**src/rtl/aes_pkg.sv**
```systemverilog
// Shared AES widths and the sbox scheduler state encoding.
package aes_pkg;

    localparam int unsigned AES_WORD_W  = 32;
    localparam int unsigned AES_STATE_W = 128;
    localparam int unsigned AES_BYTES   = 16;

    typedef enum logic [1:0] {
        IDLE,
        RUN_KS,
        RUN_DP
    } sched_state_t;

endpackage

```
**src/rtl/sbox.sv**
```systemverilog
// Single AES forward S-box as a combinational ROM.
module sbox (
    input  logic [7:0] in_i,
    output logic [7:0] out_o
);

    // Entry 0 sits in the most significant byte.
    localparam logic [2047:0] SBOX_TABLE = {
        128'h637c777bf26b6fc53001672bfed7ab76,
        128'hca82c97dfa5947f0add4a2af9ca472c0,
        128'hb7fd9326363ff7cc34a5e5f171d83115,
        128'h04c723c31896059a071280e2eb27b275,
        128'h09832c1a1b6e5aa0523bd6b329e32f84,
        128'h53d100ed20fcb15b6acbbe394a4c58cf,
        128'hd0efaafb434d338545f9027f503c9fa8,
        128'h51a3408f929d38f5bcb6da2110fff3d2,
        128'hcd0c13ec5f974417c4a77e3d645d1973,
        128'h60814fdc222a908846eeb814de5e0bdb,
        128'he0323a0a4906245cc2d3ac629195e479,
        128'he7c8376d8dd54ea96c56f4ea657aae08,
        128'hba78252e1ca6b4c6e8dd741f4bbd8b8a,
        128'h703eb5664803f60e613557b986c11d9e,
        128'he1f8981169d98e949b1e87e9ce5528df,
        128'h8ca1890dbfe6426841992d0fb054bb16
    };

    assign out_o = SBOX_TABLE[11'd2047 - {in_i, 3'b000} -: 8];

endmodule

```
**src/rtl/sbox_lane_bank.sv**
```systemverilog
// LANES parallel S-boxes; byte i of the input feeds lane i.
module sbox_lane_bank #(
    parameter int unsigned LANES = 4
) (
    input  logic [8*LANES-1:0] data_i,
    output logic [8*LANES-1:0] data_o
);

    for (genvar i = 0; i < LANES; i++) begin : g_lane
        sbox u_sbox (
            .in_i  (data_i[8*i +: 8]),
            .out_o (data_o[8*i +: 8])
        );
    end

endmodule

```
**src/rtl/sbox_share_sched.sv**
```systemverilog
// Time-shares one S-box lane bank between key expansion (SubWord) and the round
// datapath (SubBytes), arbitrating whole transactions and sequencing them in beats.
module sbox_share_sched
    import aes_pkg::*;
#(
    parameter int unsigned LANES       = 4,
    parameter bit          KS_PRIORITY = 1'b0
) (
    input  logic                   clk,
    input  logic                   rst,
    input  logic                   ks_req,
    input  logic [AES_WORD_W-1:0]  ks_word,
    output logic                   ks_gnt,
    output logic                   ks_valid,
    output logic [AES_WORD_W-1:0]  ks_result,
    input  logic                   dp_req,
    input  logic [AES_STATE_W-1:0] dp_state,
    output logic                   dp_gnt,
    output logic                   dp_valid,
    output logic [AES_STATE_W-1:0] dp_result,
    output logic                   busy
);

    if (!(LANES == 1 || LANES == 2 || LANES == 4)) begin : g_bad_lanes
        $error("sbox_share_sched: LANES must be 1, 2 or 4");
    end

    localparam int unsigned LANE_W = 8 * LANES;
    localparam int unsigned N_KS   = (AES_WORD_W / 8) / LANES;
    localparam int unsigned N_DP   = AES_BYTES / LANES;
    localparam int unsigned BEAT_W = 4;
    localparam logic [BEAT_W-1:0] LAST_KS = BEAT_W'(N_KS - 1);
    localparam logic [BEAT_W-1:0] LAST_DP = BEAT_W'(N_DP - 1);

    sched_state_t            state_q, state_d;
    logic [BEAT_W-1:0]       beat_q, beat_d;
    logic [AES_STATE_W-1:0]  op_q, op_d;
    logic [AES_STATE_W-1:0]  shadow_q, shadow_d;
    logic                    last_ks_q, last_ks_d;
    logic                    ks_valid_q, ks_valid_d;
    logic                    dp_valid_q, dp_valid_d;
    logic [AES_WORD_W-1:0]   ks_result_q, ks_result_d;
    logic [AES_STATE_W-1:0]  dp_result_q, dp_result_d;

    logic [LANE_W-1:0]       lane_in, lane_out;
    logic                    ks_win;
    logic                    last_beat;
    int unsigned             beat_base;

    sbox_lane_bank #(
        .LANES (LANES)
    ) u_lanes (
        .data_i (lane_in),
        .data_o (lane_out)
    );

    always_comb begin
        state_d     = state_q;
        beat_d      = beat_q;
        op_d        = op_q;
        shadow_d    = shadow_q;
        last_ks_d   = last_ks_q;
        ks_valid_d  = 1'b0;
        dp_valid_d  = 1'b0;
        ks_result_d = ks_result_q;
        dp_result_d = dp_result_q;
        ks_gnt      = 1'b0;
        dp_gnt      = 1'b0;

        // Round-robin: on a tie, ks wins unless it also won the previous grant.
        ks_win    = ks_req && (!dp_req || KS_PRIORITY || !last_ks_q);
        beat_base = LANE_W * 32'(beat_q);
        lane_in   = op_q[beat_base +: LANE_W];
        last_beat = (state_q == RUN_KS && beat_q == LAST_KS) ||
                    (state_q == RUN_DP && beat_q == LAST_DP);

        unique case (state_q)
            IDLE: begin
                if (ks_req || dp_req) begin
                    ks_gnt    = ks_win && !rst;
                    dp_gnt    = !ks_win && !rst;
                    beat_d    = '0;
                    last_ks_d = ks_win;
                    if (ks_win) begin
                        state_d = RUN_KS;
                        op_d    = {{(AES_STATE_W - AES_WORD_W){1'b0}}, ks_word};
                    end else begin
                        state_d = RUN_DP;
                        op_d    = dp_state;
                    end
                end
            end
            RUN_KS, RUN_DP: begin
                shadow_d[beat_base +: LANE_W] = lane_out;
                beat_d = beat_q + 1'b1;
                if (last_beat) begin
                    state_d = IDLE;
                    beat_d  = '0;
                    if (state_q == RUN_KS) begin
                        ks_valid_d  = 1'b1;
                        ks_result_d = shadow_d[AES_WORD_W-1:0];
                    end else begin
                        dp_valid_d  = 1'b1;
                        dp_result_d = shadow_d;
                    end
                end
            end
            default: state_d = IDLE;
        endcase
    end

    always_ff @(posedge clk or posedge rst) begin
        if (rst) begin
            state_q     <= IDLE;
            beat_q      <= '0;
            op_q        <= '0;
            shadow_q    <= '0;
            last_ks_q   <= 1'b0;
            ks_valid_q  <= 1'b0;
            dp_valid_q  <= 1'b0;
            ks_result_q <= '0;
            dp_result_q <= '0;
        end else begin
            state_q     <= state_d;
            beat_q      <= beat_d;
            op_q        <= op_d;
            shadow_q    <= shadow_d;
            last_ks_q   <= last_ks_d;
            ks_valid_q  <= ks_valid_d;
            dp_valid_q  <= dp_valid_d;
            ks_result_q <= ks_result_d;
            dp_result_q <= dp_result_d;
        end
    end

    assign ks_valid  = ks_valid_q;
    assign dp_valid  = dp_valid_q;
    assign ks_result = ks_result_q;
    assign dp_result = dp_result_q;
    assign busy      = (state_q != IDLE);

endmodule

```
**config.mk**
```make
export PLATFORM = sky130hd
export DESIGN_NAME = sbox_share_sched
export DESIGN_NICKNAME = d
export VERILOG_FILES = /design/src/rtl/aes_pkg.sv /design/src/rtl/sbox.sv /design/src/rtl/sbox_lane_bank.sv /design/src/rtl/sbox_share_sched.sv
export SDC_FILE = /design/constraint.sdc
export NUM_CORES = 2
export LEC_CHECK = 0
export ABC_AREA = 1
export CAP_MARGIN = 10
export CORE_MARGIN = 3
export CORE_UTILIZATION = 54
export CTS_CLUSTER_DIAMETER = 50
export DETAILED_ROUTE_END_ITERATION = 6
export MAX_ROUTING_LAYER = met4
export PLACE_DENSITY = 0.82
export SETUP_SLACK_MARGIN = 0.5
export SYNTH_ARGS = -nofsm -noshare
export SYNTH_HDL_FRONTEND = slang
export SYNTH_SLANG_ARGS = --single-unit
```
**constraint.sdc**
```tcl
create_clock -name clk -period 41.7 [get_ports clk]
set_input_delay 8.34 -clock clk [delete_from_list [all_inputs] [get_ports clk]]
set_output_delay 8.34 -clock clk [all_outputs]
set_load 0.01 [all_outputs]
```
# After elaboration in Yosys (flattened, before gate mapping)
# Index checks and enable logic that the tools add are counted.
[op_classes]
n_addsub = 6
multipliers = 0
n_div = 0
magnitude_cmp = 0
eq_ne = 5
shifts = 7
mux = 19
bitwise = 1
reduce_logical = 22
[ops]
columns = ["operator", "n"]
rows = [
  ["$shiftx 2055x12->8 const A", 4],
  ["$bwmux 128", 1],
  ["$mux 128", 1],
  ["$shift 32x34->128 const A", 1],
  ["$shiftx 128x10->32", 1],
  ["$shiftx 32x34->128", 1],
  ["$sub 11x11->11 const A", 4],
  ["$neg 9->34", 1],
  ["$mux 1", 10],
  ["$mux 4", 2],
  ["$pmux 4 s2", 1],
  ["$mux 2", 3],
  ["$reduce_and 2->1", 3],
  ["$reduce_and 3->1", 2],
  ["$logic_and 1x1->1", 5],
  ["$add 4x1->4 const B", 1],
  ["$eq 4x2->1 const B", 1],
  ["$logic_not 1->1", 4],
  ["$logic_not 4->1", 1],
  ["$ne 2x2->1 const B", 2],
  ["$pmux 2 s2", 1],
  ["$reduce_bool 2->1", 2],
  ["$logic_or 1x1->1", 3],
  ["$eq 2x1->1 const B", 1],
  ["4 further kinds", 4],
]
[totals]
ff_bits = 425
latchBits = 0
ramBits = 0
romBits = 0
in_bits = 164
output_inout_bits = 165
n_memories = 0

# Longest topological paths before layout
[logic_depth]
ltp_word = 7
depth_mapped = 22
depth_no_buf = 20

# Modules after synthesis
# A second synthesis with hierarchy kept.
[hier_totals]
cells_unflattened = 4913
area_unflattened_um2 = 31551.5
[modules_own_cells]
columns = ["module", "instances", "cells_per_inst", "area_each_um2", "seq_area_each_um2"]
rows = [
  ["sbox_share_sched", 1, 2373, 19592.5, 10635.2],
  ["sbox at u_lanes.g_lane[0].u_sbox ...", 2, 636, 3022.9, 0.0],
  ["sbox at u_lanes.g_lane[2].u_sbox ...", 2, 634, 2956.6, 0.0],
]

# Least setup slack after synthesis
# No wires, ideal clock.
[synth_path]
path_kind = "input -> output"
start = "input dp_req"
end = "output dp_gnt"
arrival_time_ns = 9.265
required_ns = 33.360
path_slack_ns = 24.095
cell_stages = 6
n_path_buf = 2
path_cell_list = "nand2_1 nand2_1 clkbuf_1 clkbuf_1 nand2_1 nor2_1"
[synth_via]
elab_chain_cells = 7
[synth_lines]
columns = ["item", "line", "source"]
rows = [
  ["start: declaration", "sbox_share_sched.sv:16", "input logic dp_req,"],
  ["$logic_not 1->1", "sbox_share_sched.sv:71", "ks_win = ks_req && (!dp_req || KS_PRIORITY || !last_ks_q);"],
  ["$logic_or 1x1->1", "sbox_share_sched.sv:71", ""],
  ["$logic_and 1x1->1", "sbox_share_sched.sv:71", ""],
  ["$logic_not 1->1", "sbox_share_sched.sv:81", "dp_gnt = !ks_win && !rst;"],
  ["$logic_and 1x1->1", "sbox_share_sched.sv:81", ""],
  ["$mux 1 *", "sbox_share_sched.sv:79", "if (ks_req || dp_req) begin"],
  ["$mux 1 *", "sbox_share_sched.sv:77", "unique case (state_q)"],
  ["end: declaration", "sbox_share_sched.sv:18", "output logic dp_gnt,"],
]
# Mark *: on every way between the ends. The rest lies on a longest branch, timed or not.

# Worst setup path after layout
[layout_path]
start = "input ks_req"
end = "output dp_gnt"
[layout_via]
elab_chain_cells = 5
[layout_lines]
columns = ["item", "line", "source"]
rows = [
  ["start: declaration", "sbox_share_sched.sv:11", "input logic ks_req,"],
  ["$logic_and 1x1->1", "sbox_share_sched.sv:71", ""],
  ["$logic_not 1->1", "sbox_share_sched.sv:81", ""],
  ["$logic_and 1x1->1", "sbox_share_sched.sv:81", ""],
  ["$mux 1 *", "sbox_share_sched.sv:79", ""],
  ["$mux 1 *", "sbox_share_sched.sv:77", ""],
]
# Marked as above.

==> results.txt <==
The data arrival at the endpoint of the critical path is 11.11 ns, and the proportion of synthesized flip-flops having asynchronous set or reset is 1.00. The checks that failed: DRC. In this run, synthesis produced a sequential element count of 425. The number of slew-limit violations in the final report is 0. The average routed wire per standard cell came out at 22.8 µm. Setup slack closes at 22.25 ns.

The actual transition at the worst max-transition pin was 1.12 ns; the die area was 61000 µm². The area share of the largest cell type after synthesis came out at 0.339. Measured along the x axis, the die boundary spans 247 µm. The logs give 1 for the number of remaining DRC errors and 3 for the number of buffers on the longest clock path. In this run, the number of DRC markers left after iteration 0 of detailed routing was 6243. CTS saw 425 sinks.

STA classifies the critical path endpoint as an output pin. By count the netlist is led by sky130_fd_sc_hd__nand2_1, sky130_fd_sc_hd__nand3_1, sky130_fd_sc_hd__dfrtp_1. Across all layers, the routed design uses 37011 vias.

Of all nets on the critical path, the largest fanout is 89. Across the routed clock network, the largest skew measured is 0.0224 ns. The final-layout worst hold slack was 0.473 ns. The flow ran to the end, but the final reports show violations. The later pin in the worst-skew pair is clocked with a latency of 0.62 ns. The total of buffers placed on input and output ports works out to 328. The count of nets left with antenna violations once routing finished came out at 0. Compared with the post-synthesis result, the final layout area differs by 15.4%.

For the number of nets in the synthesized netlist, the log shows 5109. The first detailed-routing pass took 7 iterations. For the reported max-cap violation count, the log shows 0. The routed design has 132000 µm of wire.

Timing analysis after detailed placement gives a worst setup slack of 22.31 ns. Number of global-route vias before repair: 34336. The initial antenna violation count was 3. The total of fill cells in the finished design came out at 5087. Master cell of the clock root buffer: sky130_fd_sc_hd__clkbuf_16.

The total global-route track usage was 0.434. The die boundary height works out to 247 µm. The proportion of layout cells with a drive suffix above 1 was 0.0644; the vias per cell was 6.41. TritonCTS built the clock tree. By startpoint and endpoint, the worst setup path is classified as in2out. Setup repair after global routing left no endpoint under its margin. Row generation in the floorplan step produced 87 rows. Final global-route overflow total: 0. sky130_fd_sc_hd__nand2_1 is the most common cell in the netlist. After synthesis, the cell types taking the most area are sky130_fd_sc_hd__dfrtp_1, sky130_fd_sc_hd__nand3_1, sky130_fd_sc_hd__nand2_1, sky130_fd_sc_hd__o21ai_0, sky130_fd_sc_hd__ha_1. The final worst-path cycle share was 0.466.

The final hold violation count was 0. The signal on the critical path passes through clkdlybuf4s50_1 -> nor2_4 -> buf_4 -> nor2_4 -> nand2_1 -> nor2_1 -> clkdlybuf4s50_1. TritonCTS created 49 clock buffers.

In this run the worst hold path is classified as reg2reg. During synthesis, Yosys emitted a total of 0 warnings. The wire length of the first global-routing pass is 202000 µm, and the final critical delay including setup and external delays is 19.45 ns. Sequential cell area fraction in the yosys report: 0.339. The tightest slew margin relative to the limit was 0.250; the placed wire-length estimate after detailed placement was 87800 µm. Pin placement for this block handled 329 I/O pins.

The mean area per synthesized cell was 6.42 µm²; the area of the core was 56900 µm². Hold-fix buffer count after cts: 0. Biggest area consumer among synthesized cells: sky130_fd_sc_hd__dfrtp_1. After clock tree synthesis, the repair step resized 0 gates.

The post-CTS repair timing setup buffer count is 0. The final layout net count is 5196, and the maximum level of the CTS H-tree is 2. The setup slack of the worst register-to-register path was 36.03 ns; the initial standard-cell utilization of the core was 0.551. The post-synthesis cell type count is 37, and the critical path required time is 33.36 ns.

Setup violations remaining at the end of the flow were counted as 0. Number of flops mapped to enable cells by yosys: 0. After technology mapping, the gate count stands at 4884. Setup TNS: 0 ns. Critical path's largest stage delay: 0.84 ns. After clock tree synthesis, the clock-pin slew on the worst setup and hold paths is 0.07 ns. The most used flip-flop cell after synthesis is sky130_fd_sc_hd__dfrtp_1. Critical path startpoint category: a primary input.

Entering global routing, the biggest net connects 161 pins. The slowest library cell on the worst path is sky130_fd_sc_hd__nor2_4. For the cell area after synthesis, the log shows 31300 µm².

At the end of routability-driven placement, the weighted congestion stood at 1.09. Static timing analysis puts the maximum clock frequency at 0.0514 GHz.
-- state kept, by name, indices dropped and copies added (netlist names) --
register / count
dp_result: 128
op_q: 128
shadow_q: 128
ks_result: 32
beat_q: 4
state_q: 2
dp_valid: 1
ks_valid: 1
last_ks_q: 1
-- layer usage --
metal	vias to the layer above	routed length [µm]	global-route usage
met1	17354	50100	0.562
met3	549	15100	0.0885
met5	-	0	-
met4	0	8640	0.240
li1	16496	-	-
met2	2612	58000	0.636
-- logic make-up after synthesis --
family	share of synthesized area
AO/OA/AOI/OAI	0.0620
XOR/XNOR	0.000559
adder cells (fa/ha/maj)	0.0243
buffers and inverters	0.0701
flip-flops	0.339
AND/OR/NAND/NOR	0.504
-- worst max-delay path: cells and delay by family --
family / cells / cell delay [ns]
buffers and inverters: 3 / 1.51
and+or+nand+nor: 4 / 1.21
-- worst paths after layout --
check | start | end | depth (start not counted)
min in group asynchronous | rst | op_q[39]$_DFFE_PP0P_ | 2
worst min register to register | shadow_q[95]$_DFFE_PP0P_ | shadow_q[95]$_DFFE_PP0P_ | 2
worst min-delay path | shadow_q[95]$_DFFE_PP0P_ | shadow_q[95]$_DFFE_PP0P_ | 2
worst max register to register | beat_q[0]$_DFFE_PP0P_ | ks_result[16]$_DFFE_PP0P_ | 19
worst max-delay path | ks_req | dp_gnt | 7
max in group asynchronous | rst | shadow_q[114]$_DFFE_PP0P_ | 4
-- per-stage QoR --
stage	instances	utilization	instance area, µm²
floorplan	4884	-	31300
global placement	5676	0.606	34500
detailed placement	5676	0.606	34500
CTS	5768	0.635	36200
global route	5771	0.635	36200
finish	5771	0.635	36200
-- layout by cell type, fill, tap and decap left out, types with 12 or more instances in the layout --
cell type,count
sky130_fd_sc_hd__a21oi_1,106
sky130_fd_sc_hd__buf_4,45
sky130_fd_sc_hd__clkbuf_16,50
sky130_fd_sc_hd__clkdlybuf4s50_1,328
sky130_fd_sc_hd__dfrtp_1,424
sky130_fd_sc_hd__ha_1,60
sky130_fd_sc_hd__inv_1,140
sky130_fd_sc_hd__inv_2,18
sky130_fd_sc_hd__nand2_1,1633
sky130_fd_sc_hd__nand2_2,13
sky130_fd_sc_hd__nand3_1,1495
sky130_fd_sc_hd__nand3_2,20
sky130_fd_sc_hd__nand4_1,26
sky130_fd_sc_hd__nor2_1,171
sky130_fd_sc_hd__nor2_4,12
sky130_fd_sc_hd__o211ai_1,19
sky130_fd_sc_hd__o21ai_0,213
sky130_fd_sc_hd__or2_1,26
sky130_fd_sc_hd__or2_2,104
-- area by class of cell --
| class | count | area (µm²) | share of cell area |
|---|---|---|---|
| Multi-Input combinational cell | 3959 | 18600 | 0.515 |
| Sequential cell | 425 | 10600 | 0.294 |
| Timing Repair Buffer | 374 | 3640 | 0.101 |
| Clock buffer | 64 | 1370 | 0.0380 |
| Tap cell | 756 | 946 | 0.0261 |
| Inverter | 162 | 623 | 0.0172 |
| Clock inverter | 28 | 322 | 0.00889 |
| Antenna cell | 3 | 7.51 | 0.000208 |
Power is left out: the tool's default activity adds up to more than one toggle a clock period on the data nets, which glitch-free logic cannot reach.
